`config.mk`:
```
export PLATFORM = sky130hd
export DESIGN_NAME = vending_machine_gen
export DESIGN_NICKNAME = d
export VERILOG_FILES = /design/src/rtl/vending_pkg.sv /design/src/rtl/vending_change_unit.sv /design/src/rtl/vending_machine_gen.sv
export SDC_FILE = /design/constraint.sdc
export NUM_CORES = 1
export LEC_CHECK = 0
export CAP_MARGIN = 20
export CORE_UTILIZATION = 63
export DETAILED_ROUTE_END_ITERATION = 16
export PLACE_DENSITY = 0.86
export RECOVER_POWER = 50
export SETUP_SLACK_MARGIN = 0.05
export SLEW_MARGIN = 20
export SYNTH_ARGS = -nofsm -noshare
export SYNTH_HDL_FRONTEND = slang
export SYNTH_SLANG_ARGS = --single-unit
```
`constraint.sdc`:
```
create_clock -name clk -period 6.2 [get_ports clk]
set_input_delay 1.24 -clock clk [delete_from_list [all_inputs] [get_ports clk]]
set_output_delay 1.24 -clock clk [all_outputs]
set_load 0.01 [all_outputs]
```
`src/rtl/vending_pkg.sv`:
```
// rtl/vending_pkg.sv - shared enums, coin values and item costs for the vending controller
package vending_pkg;

    typedef enum logic [1:0] {SVC_OFF = 2'b00, SVC_ON = 2'b01, SVC_BUSY = 2'b10} serviceType_t;
    typedef enum logic [1:0] {COIN_A = 2'd0, COIN_B = 2'd1, COIN_C = 2'd2, COIN_D = 2'd3} coinType_t;
    typedef enum logic [1:0] {ITEM_A = 2'd0, ITEM_B = 2'd1, ITEM_C = 2'd2, ITEM_D = 2'd3} itemType_t;
    typedef enum logic [1:0] {ST_ON, ST_PRICE, ST_CHANGE, ST_OFF} state_t;

    localparam logic [5:0] VALUE_A = 6'd50;
    localparam logic [5:0] VALUE_B = 6'd10;
    localparam logic [5:0] VALUE_C = 6'd5;
    localparam logic [5:0] VALUE_D = 6'd1;

    localparam logic [6:0] COST_A = 7'd15;
    localparam logic [6:0] COST_B = 7'd25;
    localparam logic [6:0] COST_C = 7'd75;
    localparam logic [6:0] COST_D = 7'd100;

    function automatic logic [5:0] coinValue(input coinType_t c);
        case (c)
            COIN_A:  coinValue = VALUE_A;
            COIN_B:  coinValue = VALUE_B;
            COIN_C:  coinValue = VALUE_C;
            default: coinValue = VALUE_D;
        endcase
    endfunction

    function automatic logic [6:0] itemCost(input itemType_t t);
        case (t)
            ITEM_A:  itemCost = COST_A;
            ITEM_B:  itemCost = COST_B;
            ITEM_C:  itemCost = COST_C;
            default: itemCost = COST_D;
        endcase
    endfunction

endpackage

```
`src/rtl/vending_change_unit.sv`:
```
// rtl/vending_change_unit.sv - coin store, greedy dispense step and return-on-failure
module vending_change_unit
    import vending_pkg::*;
#(
    parameter int COIN_W = 6,
    parameter int VAL_W  = 13,
    parameter int INIT_A = 5,
    parameter int INIT_B = 30,
    parameter int INIT_C = 10,
    parameter int INIT_D = 20
) (
    input  logic                   clk,
    input  logic                   reset,
    input  logic                   load,
    input  logic [3:0][COIN_W-1:0] deposit,
    input  logic                   step,
    input  logic                   giveBack,
    input  coinType_t              coinSel,
    input  logic [VAL_W-1:0]       serviceValue,
    output logic                   dispense,
    output logic [3:0][COIN_W-1:0] coinOut,
    output logic [VAL_W-1:0]       returnedValue
);

    logic [3:0][COIN_W-1:0] store;
    logic [3:0][COIN_W-1:0] initStore;
    logic [3:0][COIN_W:0]   depositSum;

    assign initStore = {COIN_W'(INIT_D), COIN_W'(INIT_C), COIN_W'(INIT_B), COIN_W'(INIT_A)};

    assign dispense = step && (serviceValue >= VAL_W'(coinValue(coinSel)))
                      && (store[coinSel] != '0);

    always_comb begin
        returnedValue = '0;
        for (int i = 0; i < 4; i++) begin
            depositSum[i] = {1'b0, store[i]} + {1'b0, deposit[i]};
            returnedValue = returnedValue
                + VAL_W'(coinValue(coinType_t'(2'(i)))) * VAL_W'(coinOut[i]);
        end
    end

    always_ff @(posedge clk) begin
        if (!reset) begin
            store   <= initStore;
            coinOut <= '0;
        end else if (load) begin
            // Carry out of the widened sum means the counter saturates at all-ones.
            for (int i = 0; i < 4; i++)
                store[i] <= depositSum[i][COIN_W] ? '1 : depositSum[i][COIN_W-1:0];
            coinOut <= '0;
        end else if (giveBack) begin
            for (int i = 0; i < 4; i++)
                store[i] <= store[i] + coinOut[i];
            coinOut <= '0;
        end else if (dispense) begin
            store[coinSel]   <= store[coinSel] - COIN_W'(1);
            coinOut[coinSel] <= coinOut[coinSel] + COIN_W'(1);
        end
    end

endmodule

```
`src/rtl/vending_machine_gen.sv`:
```
// rtl/vending_machine_gen.sv - vending controller FSM and pricing; VENDING_STOCK_EN adds per-item stock
module vending_machine_gen
    import vending_pkg::*;
#(
    parameter int COIN_W = 6,
    parameter int NUM_W  = 3,
    parameter int VAL_W  = 13,
    parameter int INIT_A = 5,
    parameter int INIT_B = 30,
    parameter int INIT_C = 10,
    parameter int INIT_D = 20
`ifdef VENDING_STOCK_EN
    ,
    parameter int STOCK_INIT = 7
`endif
) (
    input  logic              clk,
    input  logic              reset,
    input  logic              req_valid,
    output logic              req_ready,
    input  logic [COIN_W-1:0] coin_in_a,
    input  logic [COIN_W-1:0] coin_in_b,
    input  logic [COIN_W-1:0] coin_in_c,
    input  logic [COIN_W-1:0] coin_in_d,
    input  logic [1:0]        item_type_in,
    input  logic [NUM_W-1:0]  item_number_in,
    input  logic              force_in,
    output logic [COIN_W-1:0] coin_out_a,
    output logic [COIN_W-1:0] coin_out_b,
    output logic [COIN_W-1:0] coin_out_c,
    output logic [COIN_W-1:0] coin_out_d,
    output logic [1:0]        item_type_out,
    output logic [NUM_W-1:0]  item_number_out,
    output logic [1:0]        service_type_out,
    output logic              done
);

    state_t                 state;
    coinType_t              coinIdx;
    logic                   forceLat, accept, step, giveBack, dispense;
    logic [NUM_W-1:0]       grantNum;
    logic [VAL_W-1:0]       inputValue, serviceValue, depositValue, orderValue;
    logic [VAL_W-1:0]       cost, curCoinValue, returnedValue;
    logic [3:0][COIN_W-1:0] deposit, coinOut;

    assign req_ready    = (service_type_out == SVC_ON);
    assign accept       = req_ready && req_valid && (item_number_in != '0);
    assign deposit      = {coin_in_d, coin_in_c, coin_in_b, coin_in_a};
    assign depositValue = VAL_W'(coin_in_a) * VAL_W'(VALUE_A) + VAL_W'(coin_in_b) * VAL_W'(VALUE_B)
                        + VAL_W'(coin_in_c) * VAL_W'(VALUE_C) + VAL_W'(coin_in_d) * VAL_W'(VALUE_D);
    assign orderValue   = VAL_W'(grantNum) * VAL_W'(itemCost(itemType_t'(item_type_in)));
    assign cost         = VAL_W'(itemCost(itemType_t'(item_type_out)));
    assign curCoinValue = VAL_W'(coinValue(coinIdx));
    assign step         = (state == ST_CHANGE);
    assign giveBack     = step && (coinIdx == COIN_D) && (serviceValue != '0) && !dispense;

    assign coin_out_a = coinOut[0];
    assign coin_out_b = coinOut[1];
    assign coin_out_c = coinOut[2];
    assign coin_out_d = coinOut[3];

`ifdef VENDING_STOCK_EN
    logic [3:0][NUM_W-1:0] stock;

    assign grantNum = (item_number_in < stock[item_type_in]) ? item_number_in : stock[item_type_in];

    always_ff @(posedge clk) begin
        if (!reset)
            stock <= {4{NUM_W'(STOCK_INIT)}};
        else if (state == ST_OFF)
            stock[item_type_out] <= stock[item_type_out] - item_number_out;
    end
`else
    assign grantNum = item_number_in;
`endif

    vending_change_unit #(
        .COIN_W(COIN_W), .VAL_W(VAL_W),
        .INIT_A(INIT_A), .INIT_B(INIT_B), .INIT_C(INIT_C), .INIT_D(INIT_D)
    ) changeUnit (
        .clk(clk), .reset(reset), .load(accept), .deposit(deposit),
        .step(step), .giveBack(giveBack), .coinSel(coinIdx),
        .serviceValue(serviceValue), .dispense(dispense),
        .coinOut(coinOut), .returnedValue(returnedValue)
    );

    always_ff @(posedge clk) begin
        if (!reset) begin
            state            <= ST_ON;
            service_type_out <= SVC_ON;
            done             <= 1'b0;
            item_type_out    <= '0;
            item_number_out  <= '0;
            forceLat         <= 1'b0;
            coinIdx          <= COIN_A;
            inputValue       <= '0;
            serviceValue     <= '0;
        end else begin
            done <= 1'b0;
            case (state)
                ST_ON: if (accept) begin
                    item_type_out    <= item_type_in;
                    item_number_out  <= grantNum;
                    forceLat         <= force_in;
                    inputValue       <= depositValue;
                    serviceValue     <= orderValue;
                    coinIdx          <= COIN_A;
                    state            <= ST_PRICE;
                    service_type_out <= SVC_BUSY;
                end
                ST_PRICE: begin
                    // Forced orders shed one item per cycle until affordable.
                    if (inputValue >= serviceValue) begin
                        serviceValue <= inputValue - serviceValue;
                        state        <= ST_CHANGE;
                    end else if (forceLat) begin
                        item_number_out <= item_number_out - NUM_W'(1);
                        serviceValue    <= serviceValue - cost;
                    end else begin
                        serviceValue    <= inputValue;
                        item_number_out <= '0;
                        state           <= ST_CHANGE;
                    end
                end
                ST_CHANGE: begin
                    if (dispense)
                        serviceValue <= serviceValue - curCoinValue;
                    else if (coinIdx != COIN_D)
                        coinIdx <= coinType_t'(coinIdx + 2'd1);
                    else if (serviceValue == '0) begin
                        state            <= ST_OFF;
                        service_type_out <= SVC_OFF;
                        done             <= 1'b1;
                    end else begin
                        // Change cannot be made: coins go back to the store, retry from coin A.
                        coinIdx <= COIN_A;
                        if (forceLat && item_number_out != '0) begin
                            item_number_out <= item_number_out - NUM_W'(1);
                            serviceValue    <= returnedValue + serviceValue + cost;
                        end else begin
                            serviceValue    <= inputValue;
                            item_number_out <= '0;
                        end
                    end
                end
                default: begin
                    state            <= ST_ON;
                    service_type_out <= SVC_ON;
                end
            endcase
        end
    end

endmodule
```
==> reports/results.tsv, run 1 <==
stage	metric	value	unit
grt	grt_pass1_wl	55600	µm
synth	async_reset_ff_share	0	%
timing	finalSetupViolations	0	
detailed_routing	ant_nets	0	
synth	synthCells	1474	
setup_path	r2r-start	coinIdx[1]$_SDFFE_PN0P_	
timing	slew_headroom	25.4	%
clock_network	ctsHoldBuffers	0	
clock_network	cts_sinks	87	
floorplanning	io-pin-count	66	
synth	synth_mux_area_share	4.25	%
setup_path	cp-end-kind	register	
timing	rsz0062_at_grt	no	
synth	synth_top_family_by_area	adder cells	
synth	ys.flop_type	dfxtp_1	
place	place.gp.congestion	0.975	
grt	antenna_found_initial	0	
timing	min_period_over_period	93.2	%
timing	final.setup.tns	0	ps
setup_path	reg2reg_depth	15	
setup_path	path_class	in2reg	
layout	area_delta_synth_final	9.05	%
setup_path	critPathLaunchType	primary input	
synth	synth-xor-area-share	7.34	%
synth	ys_ff_latch	87	
clock_network	clk_pin_slew_worst_paths	70	ps
setup_path	slowest_stage	clkdlybuf4s50_1	
synth	synth_top_area_share	21.7	%
grt	use_met3	5.32	%
timing	drv_slew	0	
setup_path	critical_path.max_stage_delay	540	ps
layout	num_antenna_cells	0	
detailed_routing	routed_wl	35000	µm
clock_network	postCtsSetupRepairBufs	0	
timing	max_freq	173	MHz
job	drv_cap	0	
setup_path	reg2reg_slack	590	ps
timing	worst_pin_slew	1120	ps
layout	num-nets-final	1835	
min_path	min_to	forceLat$_SDFFE_PN0P_	
grt	grt_max_degree	31	
clock_network	cts_tree	done	
synth	synth_edf_count	0	
synth	syn-mean-instance-area	8.41	µm²
synth	synth_compound_area_share	19.9	%
setup_path	crit_fanout	4	
min_path	min_path_cells	2	
setup_path	reg2reg_to	changeUnit.store[0]$_SDFFE_PN1P_	
detailed_routing	wl_per_cell	19.6	µm
timing	hold_violations	0	
grt	grt_pass1_vias	11000	
setup_path	critical_path_buf_inv_count	5	
synth	netlist_area	12400	µm²
outcome	outcome	complete, no violations	
setup_path	crit_chain	clkdlybuf4s50_1 > ha_1 > ha_1 > ha_1 > inv_1 > fa_1 > inv_1 > ha_1 > inv_1 > fa_1 > inv_1 > fa_1 > ha_1 > a2111o_1 > a311oi_1 > xnor2_1 > nand2_1 > a21oi_1	
grt	grt_overflow_total	0	
clock_network	cts-buffers-inserted	9	
synth	synth.yosys.seq_area_share	14.0	%
detailed_routing	vias	11400	
synth	synthSimpleGateAreaFrac	13.9	%
layout	post_route_cells_drive_above_1_share	4.46	%
place	hpwl	27900	µm
place	port_buffers	65	
timing	min_period	5780	ps
detailed_routing	drc	0	
pwr	p_leak	6.41	nW
synth	synth_area_leaders	ha_1, dfxtp_1, fa_1	
setup_path	crit_arrival	6070	ps
synth	yosysTopAreaCell	ha_1	
timing	fin_skew	8.95	ps
pwr	power_density	407	nW/µm²
setup_path	path_delay_family	adder cells	
floorplanning	core-area	19000	µm²
pwr	irDropWorstVdd	0.000496	V
synth	ys_types	81	
detailed_routing	via_per_inst	6.37	
clock_network	clk_path_buf_depth	2	
detailed_routing	drt_first_pass_iters	6	
floorplanning	initial_core_util	65.2	%
grt	grtUsageMet1	44.2	%
grt	track_usage	35.3	%
grt	grtUsageMet2	59.4	%
setup_path	cp_data_required_time	6490	ps
synth	syn_nets	1791	
clock_network	cts_root_buffer	clkbuf_16	
grt	busiest_layer	met2	
setup_path	crit_start	coin_in_a[2]	
pwr	p_total	0.00551	W
floorplanning	die-area	20300	µm²
floorplanning	die_x	142	µm
floorplanning	rows	50	
detailed_routing	drt_iter0_drc	1179	
floorplanning	fp.dieH	142	µm
min_path	min_path_type	reg2reg	
synth	yosysWarnings	0	
setup_path	cpMostUsedCell	ha_1	
clock_network	clock_latency	360	ps
synth	synth_adder_area_share	32.8	%
layout	nFillCells	1443	
clock_network	htreeDepth	3	
min_path	min-delay-start	forceLat$_SDFFE_PN0P_	
clock_network	cts-resized-gates	0	
synth_stat cells (all sizes together), types with 29 or more instances:
master    n
o21ai    65
fa       69
nand2   108
nor3     30
dfxtp    87
inv     184
a21oi   109
xor2     32
clkbuf   29
a211oi   29
nor2    113
xnor2    72
a21o     33
ha      215
kinds of logic after synthesis:
group           count (synthesis)
compound gates                363
xor+xnor                      104
fa+ha+maj                     284
buf+inv                       236
flops                          87
mux                            37
simple gates                  363
where the power goes:
group / switching [W] / internal, W
Sequential: 0.000235 / 0.000684
Combinational: 0.00240 / 0.00162
Clock: 0.000256 / 0.000316
Total: 0.00289 / 0.00262
worst reg2reg max path: stages, from the launching register on:
cell	delay, ps
dfxtp_1	310
clkbuf_1	820
inv_1	280
ha_1	400
inv_1	280
ha_1	340
or3_1	310
o21ai_0	90
a21oi_1	130
o21ai_0	720
buf_4	390
nor3_1	90
clkbuf_1	360
nor2_1	580
a311oi_1	110
a211o_1	290
cell usage in the layout, fill, tap and decap left out, drive strengths merged, types with 9 or more instances in the layout:
master | synthesis | routed
inv | 184 | 186
o211ai | 11 | 11
nor3 | 30 | 30
fa | 69 | 69
nor2b | 23 | 23
a311oi | 9 | 9
mux4 | 12 | 12
and3 | 10 | 10
dlygate4sd3 | 0 | 34
a21o | 33 | 33
nand3 | 22 | 22
clkdlybuf4s50 | 0 | 31
dfxtp | 87 | 87
nand2b | 14 | 14
mux2i | 23 | 23
clkbuf | 29 | 12
nor2 | 113 | 113
o311ai | 10 | 10
ha | 215 | 215
a221oi | 16 | 16
o21ai | 65 | 65
xor2 | 32 | 32
xnor2 | 72 | 72
o21bai | 11 | 11
buf | 22 | 17
nand2 | 108 | 108
a21oi | 109 | 109
a211oi | 29 | 29
layer usage:
layer | routed length [µm] | share of wire (%)
met3 | 3260 | 9.3
met5 | 0 | 0
met2 | 16300 | 46
met4 | 1780 | 5.1
met1 | 13700 | 39
final cells by class:
cell class | instances | area, µm² | area share, %
Clock inverter | 6 | 68.8 | 0.509
Inverter | 185 | 694 | 5.13
Tap cell | 260 | 325 | 2.41
Multi-Input combinational cell | 1151 | 9680 | 71.6
Clock buffer | 10 | 229 | 1.69
Timing Repair Buffer | 84 | 786 | 5.81
Sequential cell | 87 | 1740 | 12.9
flip-flops by register name (all words and copies together) (netlist names), 2 cells and up:
register,cells
changeUnit.coinOut,24
changeUnit.store,24
coinIdx,2
inputValue,13
item_number_out,3
item_type_out,2
serviceValue,13
service_type_out,2
state,2
how the worst max path moves through the flow:
stage                                       end  cells past startpoint
floorplan           inputValue[11]$_SDFFE_PN0P_                     17
global placement    inputValue[11]$_SDFFE_PN0P_                     18
detailed placement  inputValue[11]$_SDFFE_PN0P_                     18
CTS                 inputValue[11]$_SDFFE_PN0P_                     18
global route        inputValue[10]$_SDFFE_PN0P_                     19
finish              inputValue[11]$_SDFFE_PN0P_                     18
per-stage QoR:
stage | cells | hold slack, ps | utilization [%] | setup WS, ps | cell area (µm²)
after floorplan | 1474 | 459 | - | 852 | 12400
after global placement | 1767 | 448 | 69.8 | 168 | 13300
after detailed placement | 1767 | 468 | 69.8 | 89.7 | 13300
after CTS | 1783 | 478 | 71.3 | 447 | 13600
after global routing | 1783 | 509 | 71.1 | 188 | 13500
final | 1783 | 470 | 71.1 | 424 | 13500
(Power assumes the default switching activity.)
==> inputs of run 2 (changes only) <==
SLEW_MARGIN = 25   (was 20)
==> run 2 against run 1 <==
Clock skew hardly changed; flip-flop and latch count stayed put; sequential power hardly changed; non-clock buffer count is 1 higher; worst setup slack better by 3.4 ps; combinational power is 1% higher; critical path type unchanged; critical endpoint unchanged.
==> reports/results.tsv, run 2 (synthesized netlist as in run 1, its figures left out) <==
stage	metric	value	unit
place	port_buffers	65	
grt	track_usage	35.3	%
pwr	pwr-share-comb	73.2	%
pwr	p_seq_share	16.5	%
setup_path	cpMostUsedCell	ha_1	
layout	mostFrequentLayoutCells	ha_1, inv_1, nor2_1	
layout	post_route_cells_drive_above_1_share	4.53	%
pwr	p_int	0.00266	W
setup_path	crit_chain	clkdlybuf4s50_1 > ha_1 > ha_1 > ha_1 > inv_1 > fa_1 > inv_1 > ha_1 > inv_1 > fa_1 > inv_1 > fa_1 > ha_1 > a2111o_1 > a311oi_1 > xnor2_1 > nand2_1 > a21oi_1	
place	place.gp.congestion	0.975	
detailed_routing	via_per_inst	6.41	
grt	grt_pass1_vias	11000	
setup_path	critical_path.max_stage_delay	540	ps
layout	area_delta_synth_final	9.17	%
clock_network	cts_root_buffer	clkbuf_16	
min_path	min_path_type	reg2reg	
floorplanning	fp.dieH	142	µm
floorplanning	die-area	20300	µm²
clock_network	cts_tree	done	
detailed_routing	drt_first_pass_iters	5	
detailed_routing	routed_wl	35100	µm
timing	min_period_over_period	93.1	%
pwr	irDropWorstVdd	0.000496	V
pwr	p_sw	0.00291	W
timing	slew_headroom	28.8	%
timing	worst_pin_slew	1070	ps
layout	num_antenna_cells	0	
layout	final_common_cell	ha_1	
clock_network	ctsHoldBuffers	0	
setup_path	crit_arrival	6070	ps
pwr	p_leak	6.42	nW
setup_path	path_class	in2reg	
detailed_routing	drt_iter0_drc	1290	
floorplanning	core-area	19000	µm²
detailed_routing	drc	0	
place	place_area	13300	µm²
grt	busiest_layer	met2	
clock_network	clk_pin_slew_worst_paths	70	ps
floorplanning	die_x	142	µm
setup_path	cp-end-kind	register	
layout	reg.largest.list	changeUnit.coinOut: 24 flops, changeUnit.store: 24 flops	
pwr	p_clk_share	10.2	%
grt	antenna_found_initial	0	
job	drv_cap	0	
setup_path	cp_data_required_time	6500	ps
clock_network	postCtsSetupRepairBufs	0	
place	dp.cells	1767	
timing	min_period	5770	ps
grt	grtUsageMet1	44.2	%
timing	max_freq	173	MHz
floorplanning	initial_core_util	65.2	%
clock_network	cts-resized-gates	0	
timing	drv_slew	0	
layout	instances_no_fill	1784	
outcome	outcome	complete, no violations	
timing	final.setup.tns	0	ps
grt	grtUsageMet2	59.4	%
clock_network	htreeDepth	3	
clock_network	cts_sinks	87	
floorplanning	rows	50	
timing	rsz0062_at_grt	no	
timing	hold_violations	0	
grt	grt_overflow_total	0	
grt	grt_max_degree	31	
pwr	switching_share	52.3	%
clock_network	clk_path_buf_depth	2	
timing	finalSetupViolations	0	
layout	final_area	13500	µm²
layout	num-nets-final	1836	
grt	grt_pass1_wl	55600	µm
timing	fin_skew	8.46	ps
detailed_routing	wl_per_cell	19.7	µm
detailed_routing	ant_nets	0	
grt	use_met3	5.32	%
setup_path	crit_fanout	4	
clock_network	clock_latency	360	ps
setup_path	slowest_stage	clkdlybuf4s50_1	
pwr	power_density	411	nW/µm²
timing	timing.hold.ws	471	ps
setup_path	critPathLaunchType	primary input	
clock_network	cts-buffers-inserted	9	
floorplanning	io-pin-count	66	
detailed_routing	vias	11400	
place	hpwl	27900	µm
## run 2: cell types whose count changed in the layout (fill, tap and decap cells not counted), sizes merged
| cell | before | now |
|---|---|---|
| buf | 17 | 18 |
## run 2: power groups by stage
| stage | logic, W | registers, W | clock network, W |
|---|---|---|---|
| floorplan | 0.00312 | 0.000813 | 0 |
| global placement | 0.00382 | 0.000910 | 0 |
| detailed placement | 0.00394 | 0.000913 | 0 |
| CTS | 0.00398 | 0.000901 | 0.000568 |
| global route | 0.00447 | 0.000919 | 0.000591 |
| finish | 0.00408 | 0.000920 | 0.000570 |
## run 2: per-layer routing
metal | part of all wire, % | vias to the layer above
li1 | - | 5285
met1 | 39 | 5378
met2 | 47 | 646
met3 | 9.3 | 131
met4 | 4.7 | 0
met5 | 0 | -
## run 2: layout make-up
| cell class | instances | area, µm² |
|---|---|---|
| clock inverters | 6 | 68.8 |
| inverters | 185 | 694 |
| repair buffers | 85 | 801 |
| flip-flops and latches | 87 | 1740 |
| well taps | 260 | 325 |
| multi-input cells | 1151 | 9680 |
| clock buffers | 10 | 229 |
| fillers | 1442 | 5480 |
## run 2: path summary, 6_finish.rpt
kind | start | endpoint | slack (ps) | cells after the start
hold / removal | forceLat$_SDFFE_PN0P_ | forceLat$_SDFFE_PN0P_ | 470 | 2
hold reg to reg | forceLat$_SDFFE_PN0P_ | forceLat$_SDFFE_PN0P_ | 470 | 2
setup / recovery | coin_in_a[2] | inputValue[11]$_SDFFE_PN0P_ | 430 | 18
setup reg to reg | coinIdx[1]$_SDFFE_PN0P_ | changeUnit.store[0]$_SDFFE_PN1P_ | 600 | 15
## run 2: critical path, delay by kind of cell
| kind | cells | cell delay [ps] |
|---|---|---|
| AO/OA/AOI/OAI | 3 | 860 |
| XOR/XNOR | 1 | 150 |
| adder cells (fa/ha/maj) | 8 | 2980 |
| buffers and inverters | 5 | 750 |
| AND/OR/NAND/NOR | 1 | 70 |
## run 2: through the flow
| stage | setup slack (ps) | util (%) | power, W |
|---|---|---|---|
| 6_report | 428 | 71.2 | 0.00557 |
| 3_3_place_gp | 168 | 69.8 | 0.00473 |
| 2_1_floorplan | 852 | - | 0.00394 |
| 4_1_cts | 447 | 71.3 | 0.00544 |
| 5_1_grt | 188 | 71.2 | 0.00598 |
| 3_5_place_dp | 89.7 | 69.8 | 0.00486 |
==> inputs of run 3 (changes only) <==
TNS_END_PERCENT = 20   (was unset)
==> results of run 3 <==
Final layout, timing and power as in run 2 (identical DEF).
